## config.mk

```make
export PLATFORM = sky130hd
export DESIGN_NAME = wb_regfile_stage
export DESIGN_NICKNAME = d
export VERILOG_FILES = /design/src/rtl/pipe_pkg.sv /design/src/rtl/wb_regfile.sv /design/src/rtl/wb_regfile_stage.sv
export SDC_FILE = /design/constraint.sdc
export NUM_CORES = 2
export LEC_CHECK = 0
export CORE_UTILIZATION = 50
export CTS_CLUSTER_DIAMETER = 30
export DETAILED_ROUTE_END_ITERATION = 7
export PLACE_DENSITY = 0.82
export SYNTH_ARGS = -nofsm -noshare
export SYNTH_HDL_FRONTEND = slang
export SYNTH_SLANG_ARGS = --single-unit
```

## constraint.sdc

```tcl
create_clock -name clk -period 55.1 [get_ports clk]
set_clock_uncertainty 0.2 [all_clocks]
set_input_delay 11.02 -clock clk [delete_from_list [all_inputs] [get_ports clk]]
set_output_delay 11.02 -clock clk [all_outputs]
set_load 0.01 [all_outputs]
```

## src/rtl/pipe_pkg.sv

```systemverilog
// Shared pipeline definitions: datapath sizes, the writeback-source select
// encoding, and small helpers for decoding the WB-stage instruction flags.
// The ID stage and hazard unit import this same package.
package pipe_pkg;

   localparam int DATA_W = 64;
   localparam int ADDR_W = 3;
   localparam int NREGS  = 2 ** ADDR_W;

   // Source of the value written back into the register file
   typedef enum logic [1:0] {
      WB_SRC_MEM,
      WB_SRC_ALU,
      WB_SRC_IMM
   } wb_src_e;

   // Priority LW > ADDI > MOVI; anything else falls through to the immediate
   function automatic wb_src_e wb_src_sel(input logic lw, input logic addi);
      if (lw) begin
         return WB_SRC_MEM;
      end else if (addi) begin
         return WB_SRC_ALU;
      end
      return WB_SRC_IMM;
   endfunction

   // True when more than one of the four instruction-class flags is set
   function automatic logic multi_hot4(input logic [3:0] flags);
      return ($countones(flags) > 1);
   endfunction

endpackage

```

## src/rtl/wb_regfile.sv

```systemverilog
// Register file storage: NREGS x DATA_W, one write port, three combinational
// read ports (two for decode, one for debug). Register r0 reads as zero and
// ignores writes, so no caller has to special-case it.
module wb_regfile #(
   parameter int DATA_W = pipe_pkg::DATA_W,
   parameter int ADDR_W = pipe_pkg::ADDR_W
) (
   input  logic              clk,
   input  logic              rst,
   input  logic              we,
   input  logic [ADDR_W-1:0] waddr,
   input  logic [DATA_W-1:0] wdata,
   input  logic [ADDR_W-1:0] raddr_a,
   input  logic [ADDR_W-1:0] raddr_b,
   input  logic [ADDR_W-1:0] raddr_c,
   output logic [DATA_W-1:0] rdata_a,
   output logic [DATA_W-1:0] rdata_b,
   output logic [DATA_W-1:0] rdata_c
);

   localparam int NREGS = 2 ** ADDR_W;

   logic [DATA_W-1:0] regs [NREGS];

   // Storage update: clear everything on reset, otherwise write any nonzero index
   always_ff @(posedge clk or posedge rst) begin
      if (rst) begin
         for (int i = 0; i < NREGS; i++) begin
            regs[i] <= '0;
         end
      end else if (we && (waddr != '0)) begin
         regs[waddr] <= wdata;
      end
   end

   // Read ports, with r0 forced to zero regardless of what the array holds
   always_comb begin
      rdata_a = (raddr_a == '0) ? '0 : regs[raddr_a];
      rdata_b = (raddr_b == '0) ? '0 : regs[raddr_b];
      rdata_c = (raddr_c == '0) ? '0 : regs[raddr_c];
   end

endmodule

```

## src/rtl/wb_regfile_stage.sv

```systemverilog
// Writeback stage: picks the writeback value from the M/WB register outputs,
// writes the register file, bypasses the in-flight write to both decode read
// ports, and keeps a retired-instruction counter, a sticky multi-hot decode
// error flag and a registered debug read port.
module wb_regfile_stage
   import pipe_pkg::*;
#(
   parameter int DATA_W = pipe_pkg::DATA_W,
   parameter int ADDR_W = pipe_pkg::ADDR_W,
   parameter int CNT_W  = 32
) (
   input  logic              clk,
   input  logic              rst,
   input  logic              NOOP_WB,
   input  logic              ADDI_WB,
   input  logic              MOVI_WB,
   input  logic              LW_WB,
   input  logic              SW_WB,
   input  logic              WRE_WB,
   input  logic [DATA_W-1:0] D_out_WB,
   input  logic [DATA_W-1:0] ALU_result_WB,
   input  logic [DATA_W-1:0] Offset_WB,
   input  logic [ADDR_W-1:0] rt_WB,
   input  logic [ADDR_W-1:0] rd_addr_a,
   input  logic [ADDR_W-1:0] rd_addr_b,
   output logic [DATA_W-1:0] rd_data_a,
   output logic [DATA_W-1:0] rd_data_b,
   input  logic [ADDR_W-1:0] dbg_addr,
   output logic [DATA_W-1:0] dbg_data,
   output logic [CNT_W-1:0]  retire_cnt,
   output logic              onehot_err
);

   wb_src_e           wb_src;
   logic [DATA_W-1:0] wdata;
   logic              we;
   logic              retire;
   logic              multi_hot;
   logic [DATA_W-1:0] rf_a;
   logic [DATA_W-1:0] rf_b;
   logic [DATA_W-1:0] rf_dbg;

   // Decode the WB instruction: value select, write enable, retire and error strobes
   always_comb begin
      wb_src    = wb_src_sel(LW_WB, ADDI_WB);
      wdata     = Offset_WB;
      case (wb_src)
         WB_SRC_MEM: wdata = D_out_WB;
         WB_SRC_ALU: wdata = ALU_result_WB;
         default:    wdata = Offset_WB;
      endcase
      we        = WRE_WB & ~NOOP_WB & ~SW_WB & (LW_WB | ADDI_WB | MOVI_WB)
                  & (rt_WB != '0);
      retire    = ~NOOP_WB & (LW_WB | ADDI_WB | MOVI_WB | SW_WB);
      multi_hot = ~NOOP_WB & multi_hot4({LW_WB, ADDI_WB, MOVI_WB, SW_WB});
   end

   wb_regfile #(
      .DATA_W (DATA_W),
      .ADDR_W (ADDR_W)
   ) u_regfile (
      .clk     (clk),
      .rst     (rst),
      .we      (we),
      .waddr   (rt_WB),
      .wdata   (wdata),
      .raddr_a (rd_addr_a),
      .raddr_b (rd_addr_b),
      .raddr_c (dbg_addr),
      .rdata_a (rf_a),
      .rdata_b (rf_b),
      .rdata_c (rf_dbg)
   );

   // Write-first bypass so decode sees this cycle's writeback; we already excludes r0
   always_comb begin
      rd_data_a = (we && (rd_addr_a == rt_WB)) ? wdata : rf_a;
      rd_data_b = (we && (rd_addr_b == rt_WB)) ? wdata : rf_b;
   end

   // Debug port samples storage before this edge's write lands
   always_ff @(posedge clk or posedge rst) begin
      if (rst) begin
         dbg_data <= '0;
      end else begin
         dbg_data <= rf_dbg;
      end
   end

   // Retired-instruction counter, wraps silently at full scale
   always_ff @(posedge clk or posedge rst) begin
      if (rst) begin
         retire_cnt <= '0;
      end else if (retire) begin
         retire_cnt <= retire_cnt + CNT_W'(1);
      end
   end

   // Sticky flag for an instruction decoded into more than one class
   always_ff @(posedge clk or posedge rst) begin
      if (rst) begin
         onehot_err <= 1'b0;
      end else if (multi_hot) begin
         onehot_err <= 1'b1;
      end
   end

endmodule

```

Yosys cells after proc, flatten, opt, wreduce, memory -nomap -nowiden --
Cells that the tools add are included.
Word-level totals: register bits 609, logic and storage cells 71
Cells by class: $add $sub $neg 4, order comparisons 6, eq/ne operators 3, mux-type cells 23, bitwise gates (word level) 15, reduce and logical (&&, ||, !) cells 9
Operator list (number):
- 2-to-1 mux 64 bit | 12
- binary-select mux 64 bit (select 3 bit) | 3
- bitwise mux 512 bit | 1
- demux 64 bit (select 3 bit) | 1
- case mux 64 bit (2 select lines) | 1
- adder 32 x 1 -> 32 bit (second input constant) | 1
- >= comparator 4 bit (second input constant) | 4
- inverter 3 -> 4 bit | 4
- logical NOT 3 bit | 3
- bitwise AND 1 bit | 6
- == test 3 bit | 2
- 2-to-1 mux 2 bit | 3
- adder 1 x 1 -> 2 bit | 2
- logical AND 1 bit | 4
- < comparator 4 x 1 -> 1 bit (second input constant) | 1
- adder 2 x 2 -> 3 bit | 1
- > comparator 3 x 1 -> 1 bit (second input constant) | 1
- OR 1 bit | 3
- nonzero test 3 bit | 1
- == test 2 x 1 -> 1 bit (second input constant) | 1
- logical NOT 2 bit | 1
- 2-to-1 mux 1 bit | 2
- inverter 1 bit | 2

Longest topological paths before layout --
word-level depth 7, mapped depth 8, gate-level depth less buffers 5

By module --
From an unflattened synthesis, not the netlist that was laid out.
Second synthesis, totals: cells, all modules 2663, area total of the unflattened synthesis 32877.8 µm²
Modules (own cells, without submodules):
- wb_regfile | times used 1, cells an instance 2102, area each 26790.7 µm², seq. area each 11210.8 µm²
- wb_regfile_stage | times used 1, cells an instance 561, area each 6087.1 µm², seq. area each 2427.3 µm²

Worst setup path after synthesis --
OpenSTA, ideal clock, no wires.
path type input -> output, from input port rd_addr_a[1], to output port rd_data_a[10], arrival time 12.551 ns, slack 31.329 ns, cell stages on the path 6, path buffers 3, cells stage by stage buf_6 or3_1 a2111oi_2 buf_6 buf_12 mux2i_1
On the way: word-level cells in the longest chain between the ends 6
RTL lines:
- start, declared | RTL line wb_regfile_stage.sv:24 | input logic [ADDR_W-1:0] rd_addr_a,
- inverter 3 -> 4 bit (not written as such) | RTL line wb_regfile.sv:38 | rdata_a = (raddr_a == '0) ? '0 : regs[raddr_a];
- binary-select mux 64 bit (select 3 bit) | RTL line wb_regfile.sv:38
- 2-to-1 mux 64 bit (not written as such) (2 in series) | RTL line wb_regfile.sv:38
- 2-to-1 mux 64 bit | RTL line wb_regfile.sv:38
- 2-to-1 mux 64 bit * | RTL line wb_regfile_stage.sv:77 | rd_data_a = (we && (rd_addr_a == rt_WB)) ? wdata : rf_a;
- end, declared | RTL line wb_regfile_stage.sv:26 | output logic [DATA_W-1:0] rd_data_a,
Mark *: on every way between the ends. The rest lies on a longest branch, timed or not. The select of a mux whose other input is x is not followed.

Worst setup path in the final report --
from input port rd_addr_a[0], to output port rd_data_a[0]
The elaborated chain is that of the path after synthesis.

==> flow_metrics.py <==
metrics = {
    "status": {
        "outcome": "finished, final reports clean",
    },
    "routing": {
        "drtIter0Drc": 2994,
        "vias_per_cell": 6.46,
        "wl_mm": 107,
        "ant_nets": 0,
        "drt-pass1-iter-count": 6,
        "drcViolationCount": 0,
        "wire_per_inst_um": 24.1,
        "num_vias": 28500,
    },
    "global_route": {
        "antenna_found_initial": 1,
        "grt_pass1_wl_mm": 163,
        "grt_pass1_vias": 28600,
        "grt_start_max_net_pins": 170,
        "grt_usage_pct": 32.8,
        "grt-ovfl-total": 0,
    },
    "floorplan": {
        "ios": 437,
        "fp.dieH_um": 254,
        "dieArea_um2": 64300,
        "fp.dieW_um": 254,
        "initial_core_util_pct": 50.9,
        "coreArea_um2": 62200,
        "row_count": 91,
    },
    "timing": {
        "max_freq_ghz": 0.0379,
        "fin_crit_sh_pct": 47.9,
        "rsz0062_at_grt": "no",
        "setup_viol": 0,
        "worst_slack_ns": 28.71,
        "report.final.hold_viol_count": 0,
        "slew_headroom_pct": 16.2,
        "fin_crit_ns": 26.39,
        "setup_tns_ns": 0,
        "report.final.slew_viol_count": 0,
        "tightest_slew_ns": 1.26,
    },
    "logic_synthesis": {
        "synth.avg_cell_area_um2": 10.1,
        "synth-edff-count": 0,
        "synth_top_area_share_pct": 43.1,
        "yosys.area.top_type": "dfrtp_1",
        "synth_cells": 3141,
        "ys.warnings.count": 0,
        "synth_ff_type": "dfrtp_1",
        "yosys_register_bits": 545,
        "synth_area_leaders": "dfrtp_1, mux2i_1, o21ai_0",
        "async_flop_share_pct": 100,
        "synth.distinct_cells": 45,
        "synth_area_um2": 31700,
        "ys_seq_area_share_pct": 43.1,
        "synth_nets": 3355,
        "ys_top_cells_by_count": "dfrtp_1, nand2_1, o21ai_0",
        "yosys.cell_count.top_type": "dfrtp_1",
    },
    "placed_design": {
        "place.gp.congestion": 0.840,
        "io_buffers": 436,
        "pre_cts_ws_ns": 28.83,
        "dpl.hpwl_mm": 59.1,
    },
    "finish": {
        "drive_above_1_share_pct": 15.6,
        "area_growth_syn_to_layout_pct": 28.4,
        "fillCellCount": 4671,
        "final_nets": 3684,
    },
    "power_and_ir_drop": {
        "p_leak_uw": 0.0173,
        "p_per_area_nw_per_um2": 41.4,
        "ir_worst_vdd_uv": 29.5,
        "power_uw": 1680,
    },
    "critical_path": {
        "endpoint_kind": "primary output",
        "start_kind": "input pin",
        "crit_chain": "buf_8 > buf_4 > buf_4 > mux2_2 > a221oi_1 > mux2i_1 > clkdlybuf4s50_1",
        "critPathMaxStageDelay_ns": 0.95,
        "crit_top_cell": "buf_4",
        "crit_arrival_ns": 15.17,
        "critical_path_class": "in -> out",
        "required_ns": 43.88,
        "cp_max_fo": 71,
        "cp_slowest_cell": "buf_4",
    },
    "run": {
        "cap_viol_max_count": 0,
    },
    "hold_path": {
        "hold_path_class": "reg -> reg",
    },
    "clock_network": {
        "clkSlewWorstSetupHoldPaths_ns": 0.04,
        "hold_buffers": 0,
        "post_cts.repair.setup_buffers": 0,
        "cts_max_level": 4,
        "cts_sinks": 545,
        "cts_max_path_buffers": 3,
        "tritoncts": "done",
        "cts_resized": 0,
        "insertion_delay_ns": 0.70,
        "cts_made_buffers": 130,
        "root_buffer": "clkbuf_16",
    },
}
-- state kept, by name, indices dropped and copies added (netlist names) --
signal and count:
dbg_data 64, retire_cnt 32, onehot_err 1, u_regfile.regs 448
-- worst max-delay path, delay by kind of cell --
kind | cells | cell delay [ns]
buffers and inverters | 4 | 2.88
AO/OA/AOI/OAI | 1 | 0.51
multiplexers | 2 | 0.60
-- final timing paths --
kind	start	endpoint	slack (ns)	depth (start not counted)
setup / recovery	rd_addr_a[0]	rd_data_a[0]	28.71	7
hold / removal	onehot_err	onehot_err	0.27	1
setup reg to reg	retire_cnt[12]	retire_cnt[31]	52.75	4
hold reg to reg	onehot_err	onehot_err	0.27	1
max in group asynchronous	rst	u_regfile.regs[61]	41.63	4
min in group asynchronous	rst	u_regfile.regs[395]	10.70	2
-- routing by layer --
metal | share of wire (%) | GRT usage (%)
met2 | 46 | 51.0
met5 | 0.014 | 0
met1 | 38 | 41.2
met3 | 11 | 9.42
met4 | 4.7 | 18.3
-- stage by stage --
stage,cell area (um^2),util [%],hold slack (ns),instances
3_3_place_gp,36000,57.9,0.264,4175
3_5_place_dp,36000,57.9,0.263,4175
4_1_cts,40700,65.4,0.272,4413
2_1_floorplan,31700,-,0.277,3141
5_1_grt,40700,65.4,0.286,4413
6_report,40700,65.4,0.268,4416
-- power breakdown --
| part | leakage [uW] | switching, uW | internal, uW |
|---|---|---|---|
| sequential | 0.00719 | 73.2 | 472 |
| clock | 0.00229 | 247 | 560 |
| combinational | 0.00787 | 163 | 167 |
| total | 0.0173 | 484 | 1200 |
-- final cells by class --
class,instances,area (um^2),area share (%)
multi-input combinational,2304,16500,40.6
sequential,545,13600,33.5
timing repair buffer,488,4770,11.7
clock buffer,168,3720,9.16
tap,837,1050,2.58
clock inverter,70,942,2.32
inverter,1,11.3,0.0277
antenna,3,7.51,0.0185
-- layout by cell type, fill, tap and decap left out, types with 18 or more instances in the layout --
| cell | Yosys | routed |
|---|---|---|
| nand4_1 | 18 | 18 |
| nand2_1 | 521 | 521 |
| nor2_1 | 69 | 69 |
| mux4_2 | 66 | 66 |
| o21ai_0 | 511 | 511 |
| xnor2_1 | 24 | 24 |
| mux2i_1 | 451 | 451 |
| clkbuf_16 | 0 | 136 |
| bufinv_16 | 0 | 18 |
| clkinv_2 | 0 | 24 |
| a22oi_1 | 63 | 63 |
| mux2_2 | 190 | 190 |
| buf_4 | 3 | 54 |
| a21oi_1 | 66 | 66 |
| clkdlybuf4s50_1 | 0 | 429 |
| dfrtp_1 | 545 | 545 |
| a221oi_1 | 126 | 126 |
| clkbuf_8 | 0 | 20 |
| o22ai_1 | 126 | 126 |
-- cell families after synthesis --
group	after synthesis	synth area share (%)
compound gates	897	16.8
xor+xnor	35	0.968
fa+ha+maj	2	0.103
buf+inv	292	4.95
flops	545	43.1
mux	707	25.7
simple gates	663	8.45
Note: power is estimated with default switching activity, not from simulation.
